File: config.mk
export PLATFORM = sky130hd
export DESIGN_NAME = hack_ram_loader
export DESIGN_NICKNAME = d
export VERILOG_FILES = /design/src/rtl/hack_ram_loader.sv
export SDC_FILE = /design/constraint.sdc
export NUM_CORES = 1
export LEC_CHECK = 0
export ABC_AREA = 0
export BUFFER_PORTS_ARGS = -buffer_cell sky130_fd_sc_hd__buf_2
export CAP_MARGIN = 20
export CORE_ASPECT_RATIO = 0.75
export CORE_MARGIN = 3
export CORE_UTILIZATION = 45
export CTS_BUF_LIST = sky130_fd_sc_hd__clkbuf_4 sky130_fd_sc_hd__clkbuf_8
export DETAILED_ROUTE_END_ITERATION = 10
export PLACE_DENSITY_LB_ADDON = 0.08
export SLEW_MARGIN = 20
export SYNTH_ARGS = -nofsm -noshare
export SYNTH_HDL_FRONTEND = slang
export SYNTH_SLANG_ARGS = --single-unit
File: constraint.sdc
create_clock -name CLK -period 6.5 [get_ports CLK]
set_input_delay 0.65 -clock CLK [delete_from_list [all_inputs] [get_ports CLK]]
set_output_delay 0.65 -clock CLK [all_outputs]
set_load 0.05 [all_outputs]
File: src/rtl/hack_ram_loader.sv
// Boot loader: streams a length-prefixed image into RAM16K, then hands the RAM write port to the CPU.
// Define RAM_LOADER_CHECKSUM_EN to require a trailing 16-bit sum word after the data.
module hack_ram_loader #(
    parameter logic [13:0] START_ADDR = 14'd0
) (
    input  logic        CLK,
    input  logic        reset,
    input  logic [15:0] s_data,
    input  logic        s_valid,
    output logic        s_ready,
    input  logic [15:0] cpu_in,
    input  logic        cpu_load,
    input  logic [13:0] cpu_address,
    output logic [15:0] ram_in,
    output logic        ram_load,
    output logic [13:0] ram_address,
    output logic        busy,
    output logic        done,
    output logic        error
);

`ifdef RAM_LOADER_CHECKSUM_EN
    typedef enum logic [1:0] {HDR, DATA, CSUM, RUN} state_t;
    localparam state_t AFTER_DATA = CSUM;
`else
    typedef enum logic [1:0] {HDR, DATA, RUN} state_t;
    localparam state_t AFTER_DATA = RUN;
`endif

    // Largest legal count: the image must end at or before the top of RAM.
    localparam logic [15:0] MAX_CNT = 16'd16384 - {2'b00, START_ADDR};

    state_t      state_q, state_d;
    logic [13:0] idx_q, idx_d;
    logic [14:0] count_q, count_d;
    logic        error_q, error_d;
    logic        done_q, done_d;
    logic        xfer;
`ifdef RAM_LOADER_CHECKSUM_EN
    logic [15:0] sum_q, sum_d;
`endif

    assign xfer  = s_valid && s_ready;
    assign busy  = !done_q;
    assign done  = done_q;
    assign error = error_q;

    always_comb begin
        s_ready = !reset && (state_q != RUN);
        if (state_q == RUN) begin
            ram_in      = cpu_in;
            ram_load    = cpu_load && !reset;
            ram_address = cpu_address;
        end else begin
            ram_in      = s_data;
            ram_load    = (state_q == DATA) && s_valid && !reset;
            ram_address = START_ADDR + idx_q;
        end
    end

    always_comb begin
        state_d = state_q;
        idx_d   = idx_q;
        count_d = count_q;
        error_d = error_q;
`ifdef RAM_LOADER_CHECKSUM_EN
        sum_d   = sum_q;
`endif
        case (state_q)
            HDR: if (xfer) begin
                count_d = s_data[14:0];
                idx_d   = '0;
`ifdef RAM_LOADER_CHECKSUM_EN
                sum_d   = '0;
`endif
                if (s_data[15] || ({1'b0, s_data[14:0]} > MAX_CNT)) begin
                    error_d = 1'b1;
                    state_d = RUN;
                end else if (s_data[14:0] == '0) begin
                    state_d = AFTER_DATA;
                end else begin
                    state_d = DATA;
                end
            end
            DATA: if (xfer) begin
                idx_d = idx_q + 14'd1;
`ifdef RAM_LOADER_CHECKSUM_EN
                sum_d = sum_q + s_data;
`endif
                if (({1'b0, idx_q} + 15'd1) == count_q) state_d = AFTER_DATA;
            end
`ifdef RAM_LOADER_CHECKSUM_EN
            CSUM: if (xfer) begin
                if (s_data != sum_q) error_d = 1'b1;
                state_d = RUN;
            end
`endif
            default: ;
        endcase
        done_d = (state_d == RUN);
    end

    always_ff @(posedge CLK) begin
        if (reset) begin
            state_q <= HDR;
            idx_q   <= '0;
            count_q <= '0;
            error_q <= 1'b0;
            done_q  <= 1'b0;
`ifdef RAM_LOADER_CHECKSUM_EN
            sum_q   <= '0;
`endif
        end else begin
            state_q <= state_d;
            idx_q   <= idx_d;
            count_q <= count_d;
            error_q <= error_d;
            done_q  <= done_d;
`ifdef RAM_LOADER_CHECKSUM_EN
            sum_q   <= sum_d;
`endif
        end
    end

endmodule

==> impl_results.md <==
* Outcome: finished, final reports clean
* Die span in y at 67.5 µm
* Synth Flop Type: dfxtp_1
* Final Skew at 6.99 ps
* Netlist Area Pre-Place at between 2000 and 2500 µm²
* Via density at between 5 and 6
* Die Area at 5930 µm²
* Power share of the combinational group at approximately 28%
* Later-pin clock latency in the skew report at a little under 300 ps
* CTS Buffer Depth at 2
* Initial antenna violation count at 0
* Area delta synth->final at 21.4%
* Fin Hold WS at ~470 ps
* Clk sink count at 33
* Critical R2R Capture: state_q[0]
* CP Launch Type: flop
* Grt met2 use at 34.5%
* Fin Setup TNS at 0 ps
* Worst Max-Slew Pin Slew at between 900 and 1000 ps
* Antenna Nets Post-Route at 0
* # setup viols final at 0
* Final net count at between 400 and 500
* Pwr Density at between 150 and 200 nW/µm²
* Peak VDD IR at ~0.12 mV
* HPWL after DPL at approximately 4600 µm
* Layer with the highest usage: met2
* Highest clock rate at about 0.36 GHz
* Ys Warns at 0
* Iteration-0 DRC count of the detailed router at 128
* Worst min-delay path startpoint: count_q[8]
* Final hold vios at 0
* Post-CTS sizing at 0
* Ratio of final minimum period to clock period at a little over two fifths
* Vias at about 2400
* Pre-antenna DRT Iters at 4
* WL per Instance at ~15 µm
* Switching Share at 35.0%
* Critical path arrival at around 2100 ps
* Remaining Overflow, GRT at 0
* Vias in the first global route at 2188
* Sequential group share of total power at 41.7%
* Diodes inserted at 0
* Switching power at 0.181 mW
* Die span in x at approximately 88 µm
* Site Rows at 21
* Int Pwr at 0.335 mW
* Min-Delay Path Class: reg2reg
* First-pass GRT wire length at roughly 10000 µm
* Unrepaired setup endpoints after global routing: no
* Part of the power in the clock network at about 30%
* Mapped Cells at 287
* # hold bufs at CTS at 0
* Routability cong. at about 0.85
* Max FO, Critical Path at 32
* Largest net degree at the start of global routing at 39
* Share of cells above drive strength 1 at 36.3%
* TritonCTS clock tree: built
* Clk pin slew, worst setup/hold paths at around 70 ps
* Max Cap Violations at 0
* Drt total wl at 6150 µm
* GR Util met3 at 4.63%
* Critical path type: reg2out
* Register-to-register setup slack at 3960 ps
* Lkg Pwr at roughly 1.1 nW
* Worst endpoint required time at 5850 ps
* Final Max Tran Viols at 0
* Cells on worst reg2reg path at 7
* Synth Net Count at around 340
* Post-synth EDFFs at 0
* Syn_area_per_cell at between 7 and 8 µm²
* Post-synth ARST share at 0%
* Post-CTS setup buffers at 0
* FF-to-FF Start: idx_q[0]
* Post-synth top area cell: dfxtp_1
* Core ar. at roughly 4700 µm²
* Count leader, synth: nand2_1
* Worst slew margin at roughly two fifths
* WHS Endpoint: count_q[8]
* Post-synth top area share at a little under 30%
* DRC at 0
* Clock Root Buffer: clkbuf_8
* CTS buffer count at 5
* Post-synth top cells: nand2_1, dfxtp_1, a21oi_1
* Synth area leaders: dfxtp_1, mux2_2, nand2_1, a21oi_1, xnor2_1
* GR Layer Usage met1 at 29.6%
* Htree depth at 2
* Min cycle time layout at around 2800 ps
* Worst setup EP type: output port
* Register area share after synthesis at between 20% and 30%
* Synth cell types at 46
* Number of I/O pins at 85
* FF+latch count, synth at 33
* WHS Path Cells at 2
* Buffers on Ports at 84
* Initial Utilization at 48.7%
* Tot GR Track Use at approximately 22%
==> how the worst max path moves through the flow <==
stage | from | endpoint | slack [ps] | cells after the start
detailed placement | s_valid | ram_load | 3860 | 5
global placement | s_valid | ram_load | 3950 | 5
finish | state_q[1] | ram_address[10] | 3710 | 3
global route | state_q[1] | ram_in[2] | 3570 | 3
floorplan | s_valid | ram_load | 3820 | 4
CTS | state_q[1] | ram_address[10] | 3680 | 3
==> power by group through the flow <==
stage               combinational (mW)  sequential (mW)  clock [mW]
floorplan                        0.106            0.221           0
global placement                 0.145            0.219           0
detailed placement               0.146            0.220           0
CTS                              0.147            0.215       0.156
global route                     0.157            0.216       0.168
finish                           0.146            0.215       0.155
==> metrics by stage <==
| stage | instances | worst slack, ps | utilization (%) | total power [mW] | cell area, µm² |
|---|---|---|---|---|---|
| global route | 415 | 3570 | 59.2 | 0.542 | 2750 |
| global placement | 407 | 3950 | 57.3 | 0.364 | 2670 |
| detailed placement | 407 | 3860 | 57.3 | 0.366 | 2670 |
| floorplan | 287 | 3820 | - | 0.326 | 2270 |
| finish | 415 | 3710 | 59.2 | 0.516 | 2750 |
| CTS | 415 | 3680 | 59.2 | 0.518 | 2750 |
==> cell usage in the layout, fill, tap and decap left out, types with 6 or more instances in the layout <==
cell type | synthesis | layout
buf_2 | 5 | 84
nand2_1 | 48 | 48
dfxtp_1 | 33 | 33
a21oi_1 | 32 | 32
mux2_2 | 30 | 30
nor2_1 | 19 | 19
xnor2_1 | 12 | 12
o21ai_0 | 11 | 11
xor2_1 | 8 | 8
nor4_1 | 7 | 7
nand4_1 | 6 | 6
==> final cells by class <==
| class | instances | area, µm² |
|---|---|---|
| fillers | 455 | 1900 |
| multi-input cells | 231 | 1510 |
| flip-flops and latches | 33 | 661 |
| repair buffers | 84 | 420 |
| clock buffers | 6 | 76.3 |
| well taps | 57 | 71.3 |
| clock inverters | 2 | 10.0 |
| inverters | 2 | 7.51 |
==> state kept, by name (all words and copies together) (netlist names) <==
signal   count
count_q     15
error        1
done         1
idx_q       14
state_q      2
==> cells by family (layout without fill, tap and decap cells) <==
family | after synthesis | in the layout | share of synthesized area (%)
compound gates | 61 | 61 | 15.8
xor+xnor | 21 | 21 | 8.44
fa+ha+maj | 1 | 1 | 0.552
buf+inv | 23 | 94 | 4.75
flops | 33 | 33 | 29.1
mux | 30 | 30 | 14.9
simple gates | 118 | 118 | 26.4
==> metal layers <==
layer,part of all wire (%),wire length (µm)
met5,0,0
met4,1.1,66
met3,6.9,423
met2,46,2840
met1,46,2830
==> worst max-delay path, stage by stage (launching register included) <==
cell and delay [ps]:
dfxtp_1 420, nor2b_4 790, mux2_2 410, buf_2 210
Power figures use the tool's default switching activity.
